===== src/rtl/rpn_ctrl.sv =====
// rtl/rpn_ctrl.sv - RPN calculator controller: operand stack, token decode, external ALU sequencing
module rpn_ctrl #(
  parameter int DEPTH = 8
) (
  input  logic                   clk,
  input  logic                   rst_n,
  input  logic                   in_valid,
  output logic                   in_ready,
  input  logic                   in_is_op,
  input  logic [15:0]            in_data,
  output logic [3:0]             alu_op,
  output logic [15:0]            alu_left,
  output logic [15:0]            alu_right,
  input  logic [15:0]            alu_ans,
  input  logic [1:0]             alu_arg_cnt,
  output logic                   out_valid,
  input  logic                   out_ready,
  output logic [15:0]            out_data,
  output logic                   err,
  output logic [2:0]             err_code,
  output logic [$clog2(DEPTH):0] depth
);

  localparam int IW  = $clog2(DEPTH);
  localparam int SPW = IW + 1;
  localparam logic [SPW-1:0] DEPTH_SP = SPW'(DEPTH);
  localparam logic [3:0]     OP_DIV   = 4'd3;

  typedef enum logic [1:0] {IDLE, DECODE, EXEC, OUT} state_t;

  state_t         state, state_nxt;
  logic [15:0]    stack [DEPTH];
  logic [SPW-1:0] sp;
  logic [1:0]     arg_cnt_q;
  logic [SPW-1:0] sp_m1, sp_m2;
  logic [15:0]    top, second;
  logic           push_ok, push_ovf, dec_err;
  logic [2:0]     dec_code;

  // Indices wrap harmlessly when sp is too small; DECODE guards every use.
  assign sp_m1  = sp - SPW'(1);
  assign sp_m2  = sp - SPW'(2);
  assign top    = stack[sp_m1[IW-1:0]];
  assign second = stack[sp_m2[IW-1:0]];

  assign in_ready  = (state == IDLE);
  assign out_valid = (state == OUT);
  assign depth     = sp;

  always_ff @(posedge clk or negedge rst_n) begin
    if (!rst_n) state <= IDLE;
    else        state <= state_nxt;
  end

  always_comb begin
    state_nxt = state;
    push_ok   = 1'b0;
    push_ovf  = 1'b0;
    dec_err   = 1'b0;
    dec_code  = 3'd0;
    case (state)
      IDLE: begin
        if (in_valid) begin
          if (in_is_op)            state_nxt = DECODE;
          else if (sp < DEPTH_SP)  push_ok   = 1'b1;
          else                     push_ovf  = 1'b1;
        end
      end
      DECODE: begin
        if (alu_arg_cnt == 2'd0) begin
          dec_err  = 1'b1;
          dec_code = 3'd3;
        end else if (SPW'(alu_arg_cnt) > sp) begin
          dec_err  = 1'b1;
          dec_code = 3'd2;
        end else if (alu_op == OP_DIV && top == 16'd0) begin
          dec_err  = 1'b1;
          dec_code = 3'd4;
        end
        state_nxt = dec_err ? IDLE : EXEC;
      end
      EXEC:    state_nxt = (arg_cnt_q == 2'd1) ? OUT : IDLE;
      OUT:     if (out_ready) state_nxt = IDLE;
      default: state_nxt = IDLE;
    endcase
  end

  always_ff @(posedge clk or negedge rst_n) begin
    if (!rst_n) begin
      for (int i = 0; i < DEPTH; i++) stack[i] <= 16'd0;
      sp        <= '0;
      arg_cnt_q <= 2'd0;
      alu_op    <= 4'd0;
      alu_left  <= 16'd0;
      alu_right <= 16'd0;
      out_data  <= 16'd0;
      err       <= 1'b0;
      err_code  <= 3'd0;
    end else begin
      err <= 1'b0;
      if (push_ok) begin
        stack[sp[IW-1:0]] <= in_data;
        sp                <= sp + SPW'(1);
      end
      if (push_ovf) begin
        err      <= 1'b1;
        err_code <= 3'd1;
      end
      if (state == IDLE && in_valid && in_is_op) alu_op <= in_data[3:0];
      if (dec_err) begin
        err      <= 1'b1;
        err_code <= dec_code;
      end
      if (state == DECODE && !dec_err) begin
        arg_cnt_q <= alu_arg_cnt;
        if (alu_arg_cnt == 2'd1) begin
          alu_left  <= top;
          alu_right <= 16'd0;
        end else begin
          alu_left  <= second;
          alu_right <= top;
        end
      end
      // Unary ops consume the top entry into out_data; binary ops fold into the lower operand slot.
      if (state == EXEC) begin
        sp <= sp_m1;
        if (arg_cnt_q == 2'd1) out_data <= alu_ans;
        else                   stack[sp_m2[IW-1:0]] <= alu_ans;
      end
    end
  end

endmodule


===== config.mk =====
export PLATFORM = sky130hd
export DESIGN_NAME = rpn_ctrl
export DESIGN_NICKNAME = d
export VERILOG_FILES = /design/src/rtl/rpn_ctrl.sv
export SDC_FILE = /design/constraint.sdc
export NUM_CORES = 1
export LEC_CHECK = 0
export CORE_MARGIN = 2
export CORE_UTILIZATION = 32
export CTS_CLUSTER_SIZE = 8
export DETAILED_ROUTE_END_ITERATION = 7
export PLACE_DENSITY = 0.53
export SLEW_MARGIN = 10
export SYNTH_ARGS = -nofsm -noshare
export SYNTH_HDL_FRONTEND = slang
export SYNTH_SLANG_ARGS = --single-unit

===== constraint.sdc =====
create_clock -name clk -period 13 [get_ports clk]
set_clock_uncertainty 0.2 [all_clocks]
set_input_delay 1.95 -clock clk [delete_from_list [all_inputs] [get_ports clk]]
set_output_delay 1.95 -clock clk [all_outputs]
set_load 0.02 [all_outputs]

Word level (Yosys, flattened, before mapping)
Cells that the tools add are included.

word-level totals
  register bits = 192
  input port bits = 39
  output and inout port bits = 62
  word-level logic and storage cells = 99

operators by class
  add/sub/neg operators = 3
  $lt $le $gt $ge = 7
  equality and inequality tests = 9
  multiplexer cells = 46
  bitwise operators = 3
  reduce and logical (&&, ||, !) cells = 14

operator list
  operator             number
  $mux 128             3
  $bwmux 128           2
  $mux 16              8
  $bmux 16 s3          2
  $demux 16 s3         2
  $mux 3               6
  $logic_not 16->1     1
  $mux 1               15
  $ge 4x4->1 const B   3
  $not 3->4            3
  $mux 2               5
  $lt 4x1->1 const B   2
  $mux 4               2
  $pmux 2 s4           1
  $eq 2x1->1 const B   3
  $logic_and 1x1->1    6
  $add 4x1->4 const B  1
  $eq 2x2->1 const B   2
  $eq 4x2->1 const B   1
  $gt 2x4->1           1
  $logic_not 2->1      2
  $lt 4x4->1 const B   1
  $ne 2x1->1 const B   2
  $reduce_bool 2->1    2
  6 further kinds      6

Logic depth before layout (Yosys ltp)
  depth in word-level cells = 14
  gate-level depth with buffers = 16
  depth with buffers taken out = 9

Worst setup path after synthesis
No wires, ideal clock.

  path kind = register -> register
  start = register sp[1] (netlist: depth[1])
  end = register state[1]
  library setup time = 131 ps
  arrival = 3966 ps
  required time = 12669 ps
  setup slack = 8703 ps
  stages on the path, launching flop included = 15
  path buffers = 5
  period minus slack after synthesis = 4297 ps
  path through = dfrtp_1 > clkbuf_1 > clkbuf_1 > inv_1 > ha_1 > buf_2 > buf_4 > mux4_1 > or4_1 > nor3_2 > o21ai_1 > nor4_4 > nor3_4 > buf_6 > or3_1

on the way
  longest elaborated chain between the ends = 13
  elaborated cells on any way between the ends = 14
  classes of those cells = 1 x add/sub; 1 x order compare; 9 x mux; 1 x bitwise; 2 x reduce/logical

ends and longest elaborated chain
  item                                         RTL line  source
  from (decl)                                  33        logic [SPW-1:0] sp;
  from (signal assigned)                       103       sp <= sp + SPW'(1);
  from (signal assigned)                       126       sp <= sp_m1;
  $sub 4x1->4                                  41        assign sp_m1 = sp - SPW'(1);
  $not 3->4 (implied by the code)              43        assign top = stack[sp_m1[IW-1:0]];
  $bmux 16 s3                                  43
  $mux 16 (implied by the code) (2 in series)  43
  $logic_not 16->1                             76        end else if (alu_op == OP_DIV && top == 16'd0) begin
  $logic_and 1x1->1                            76
  $mux 1                                       76
  $mux 1 (*)                                   73        end else if (SPW'(alu_arg_cnt) > sp) begin
  $mux 1 (*)                                   70        if (alu_arg_cnt == 2'd0) begin
  $mux 1 (*)                                   61        case (state)
  $mux 2 (*)                                   80        state_nxt = dec_err ? IDLE : EXEC;
  $pmux 2 s4 (*)                               61
  to (signal assigned)                         52        else state <= state_nxt;
  to (decl)                                    31        state_t state, state_nxt;

Every way passes the cells marked *; elsewhere a longest branch is shown, timed or not. The select of a mux whose other input is x is not followed.
A chain may end at the register's enable or synchronous reset.

Worst setup path after layout
  start = register sp[0] (netlist: depth[0])
  end = register alu_right[14]

on the way
  longest elaborated chain between the ends = 14
  elaborated cells on any way between the ends = 16
  classes of those cells = 1 x add/sub; 1 x order compare; 9 x mux; 1 x bitwise; 4 x reduce/logical

ends and longest elaborated chain
  item                                         RTL line  source
  $sub 4x1->4                                  41
  $not 3->4 (implied by the code)              43
  $bmux 16 s3                                  43
  $mux 16 (implied by the code) (2 in series)  43
  $logic_not 16->1                             76
  $logic_and 1x1->1                            76
  $mux 1                                       76
  $mux 1                                       73
  $mux 1                                       70
  $mux 1 (2 in series)                         61
  $logic_not 1->1                              114       if (state == DECODE && !dec_err) begin
  $logic_and 1x1->1                            114
  to (signal assigned)                         121       alu_right <= top;
  to (decl)                                    13        output logic [15:0] alu_right,

Several ways; a longest one is shown, not always the timed one. The select of a mux whose other input is x is not followed.

==> flow_metrics.tcl <==
set metrics [dict create \
    cts_tree "yes" \
    finalPower_mw 3.72 \
    mappedNetlistNets 1100 \
    initial_utilization_pct 32.7 \
    cts_resized 0 \
    num_io_pins 101 \
    power_density_nw_per_um2 282 \
    cp-end-kind "register" \
    ys_warn_count 0 \
    period_needed_ns 5.67 \
    finalSetupViolations 0 \
    clock-root-buffer "clkbuf_16" \
    hold_end "arg_cnt_q[1]$_DFFE_PN0P_" \
    cts.hold.buffers_added 0 \
    ant_nets 0 \
    layout.cells.non_filler 1546 \
    slew_headroom_pct 35.4 \
    fin_nets 1126 \
    netlist.area_leader.share_pct 42.3 \
    drv_cap 0 \
    yosysSeqAreaShare_pct 42.3 \
    min_period_over_period_pct 43.6 \
    cts_setup_buffers 0 \
    arrival_ns 5.80 \
    reg2reg_slack_ns 7.33 \
    leakage_nw 5.42 \
    drc 0 \
    grt_use_total_pct 19.2 \
    design_area_um2 13200 \
    synth_edf_count 0 \
    min_from "arg_cnt_q[1]$_DFFE_PN0P_" \
    dpl_cell_area_um2 12600 \
    final-max-slew-violation-count 0 \
    holdWs_ns 0.301 \
    utilization_pct 38.0 \
    grt_pass1_wl_um 52600 \
    netlist_area_um2 11300 \
    insertion_delay_ns 0.45 \
    antenna_found_initial 0 \
    grt_max_degree 110 \
    dieArea_um2 37000 \
    hold_viol_final 0 \
    hp-class "register to register" \
    cp_max_fo 67 \
    dp_hpwl_um 22500 \
    coreArea_um2 34700 \
    clkSlewWorstSetupHoldPaths_ns 0.07 \
    synth-seq-cells 192 \
    synthFlopType "dfrtp_1" \
    status "finished clean" \
    syn_inst 1052 \
    hold_depth 1 \
    yosysTopAreaCell "dfrtp_1" \
    globalRouteOverflowTotal 0 \
    timing.rr.end "alu_right[14]$_DFFE_PN0P_" \
    worstMarginPinSlew_ns 0.969 \
    vias 8212 \
    place.gp.congestion 0.805 \
    diodes 0 \
    ir_drop_mv 0.153 \
    drt-initial-drc-count 799 \
    synth.distinct_cells 44 \
    cts_buffers 17 \
    slowest_stage "ha_2" \
    htree_levels 4 \
    drt_pass1_iterations 5 \
    fin_setup_tns_ns 0 \
    worstPathRequired_ns 13.13 \
    clock.fmax_mhz 176 \
    path_class "register to register" \
    cts.sinks 192 \
    routed_wl_um 34000 \
    die_y_um 192 \
    critPathMostFrequentCell "buf_4" \
    worstPathCellList "clkinv_1 > ha_2 > buf_4 > mux4_1 > or4_1 > nor3_2 > o21ai_1 > nor4_4 > nor3_4 > buf_4 > mux2_4" \
    die_w_um 192 \
    wl_per_cell_um 22.0 \
    placedCellCount 1513 \
    synthArstFlopShare_pct 100 \
    pre_cts_ws_ns 7.30 \
    fin_ws_ns 7.33 \
    rsz0062_at_grt "no" \
    drive_gt1_share_pct 16.2 \
    syn_avg_cell_area_um2 10.8 \
    clk_path_buf_depth 2 \
    ys_top_cells_by_area "dfrtp_1 (42%), mux2i_1 (14%), mux4_2 (10%)" \
    viasPerCell 5.31 \
    grt_pass1_vias 7950 \
    core.rowCount 68 \
    cpPeakStageDelay_ns 0.92 \
    cp-start-kind "register" \
    crit-reg2reg-launch "depth[0]$_DFFE_PN0P_" \
    port_buffers 100 \
    r2r_cells 11 \
    syn2layout_area_growth_pct 16.3 \
]
-- synthesized netlist by cell type, drive strengths merged, types with 3 or more instances --
| cell type | number |
|---|---|
| nand3b | 12 |
| ha | 9 |
| nor2b | 19 |
| nor3b | 25 |
| a211oi | 16 |
| or3 | 3 |
| nand2b | 3 |
| nand2 | 91 |
| nor3 | 19 |
| nand3 | 6 |
| mux2i | 156 |
| o21ai | 83 |
| a21oi | 70 |
| clkbuf | 72 |
| dfrtp | 192 |
| nor2 | 73 |
| and3 | 13 |
| xnor2 | 3 |
| inv | 6 |
| mux2 | 59 |
| buf | 46 |
| or4 | 3 |
| nand4 | 7 |
| mux4 | 53 |
-- registers in the layout (all words and copies together) (netlist names) --
register and flops:
arg_cnt_q 2, alu_right 16, alu_op 4, err 1, out_data 16, depth 4, err_code 3, state 2
stack 128, alu_left 16
-- metal layers --
metal / up-vias / global-route usage, % / part of all wire [%]
li1: 3836 / - / -
met1: 4114 / 28.5 / 48
met2: 238 / 28.9 / 45
met3: 24 / 2.91 / 4.7
met4: 0 / 5.11 / 1.6
met5: - / 0 / 0
-- final cells by class --
type / count / area [um^2]
fillers: 3450 / 21500
multi-input cells: 735 / 6030
inverters: 7 / 26.3
clock buffers: 17 / 425
repair buffers: 125 / 1210
flip-flops and latches: 192 / 4810
well taps: 455 / 569
clock inverters: 15 / 129
-- worst max-delay path, delay by kind of cell (launching register included) --
kind                       cells  cell delay [ns]
and+or+nand+nor                4             1.20
adders and majority gates      1             0.92
buffers and inverters          3             1.32
AOI/OAI and AO/OA              1             0.17
DFF                            1             0.90
muxes                          2             0.76
-- how the worst max path moves through the flow --
| stage | start | to | depth (start not counted) |
|---|---|---|---|
| 2_1_floorplan | depth[1]$_DFFE_PN0P_ | state[1]$_DFFE_PN0P_ | 14 |
| 3_3_place_gp | depth[0]$_DFFE_PN0P_ | alu_left[8]$_DFFE_PN0P_ | 11 |
| 3_5_place_dp | depth[0]$_DFFE_PN0P_ | alu_left[6]$_DFFE_PN0P_ | 11 |
| 4_1_cts | depth[0]$_DFFE_PN0P_ | alu_right[14]$_DFFE_PN0P_ | 11 |
| 5_1_grt | depth[0]$_DFFE_PN0P_ | alu_left[8]$_DFFE_PN0P_ | 11 |
| 6_report | depth[0]$_DFFE_PN0P_ | alu_right[14]$_DFFE_PN0P_ | 11 |
-- report_power, final --
part           internal, mW  total (mW)  switching (mW)
Combinational         0.990        2.03            1.04
Sequential            0.890        1.18           0.286
Clock                 0.250       0.509           0.259
-- cell families after synthesis --
family | after synthesis | share of synthesized area, %
buf+inv | 125 | 4.74
mux | 268 | 31.1
flops | 192 | 42.3
compound gates | 178 | 8.47
simple gates | 277 | 12.1
fa+ha+maj | 9 | 0.992
xor+xnor | 3 | 0.232
-- cell usage in the layout (no fill, tap or decap), types with 2 or more instances in the layout --
cell,Yosys,layout
a211oi_1,16,16
a21oi_1,70,70
a22oi_1,2,2
and3_1,13,13
buf_4,4,24
clkbuf_16,0,17
clkdlybuf4s50_1,0,99
clkinv_2,0,2
clkinv_4,0,2
clkinvlp_4,0,4
dfrtp_1,192,191
ha_1,9,8
inv_1,6,6
inv_6,0,5
mux2_2,31,31
mux2_4,28,28
mux2i_1,156,156
mux4_1,2,2
mux4_2,51,51
nand2_1,91,91
nand2b_1,3,3
nand3_1,6,5
nand3b_1,12,12
nand4_1,7,7
nor2_1,73,71
nor2b_1,19,19
nor3_1,17,17
nor3b_1,25,25
o21ai_0,74,74
o21ai_1,9,9
or3_1,3,3
or4_1,3,3
xnor2_1,3,2
Power figures use the tool's default switching activity.
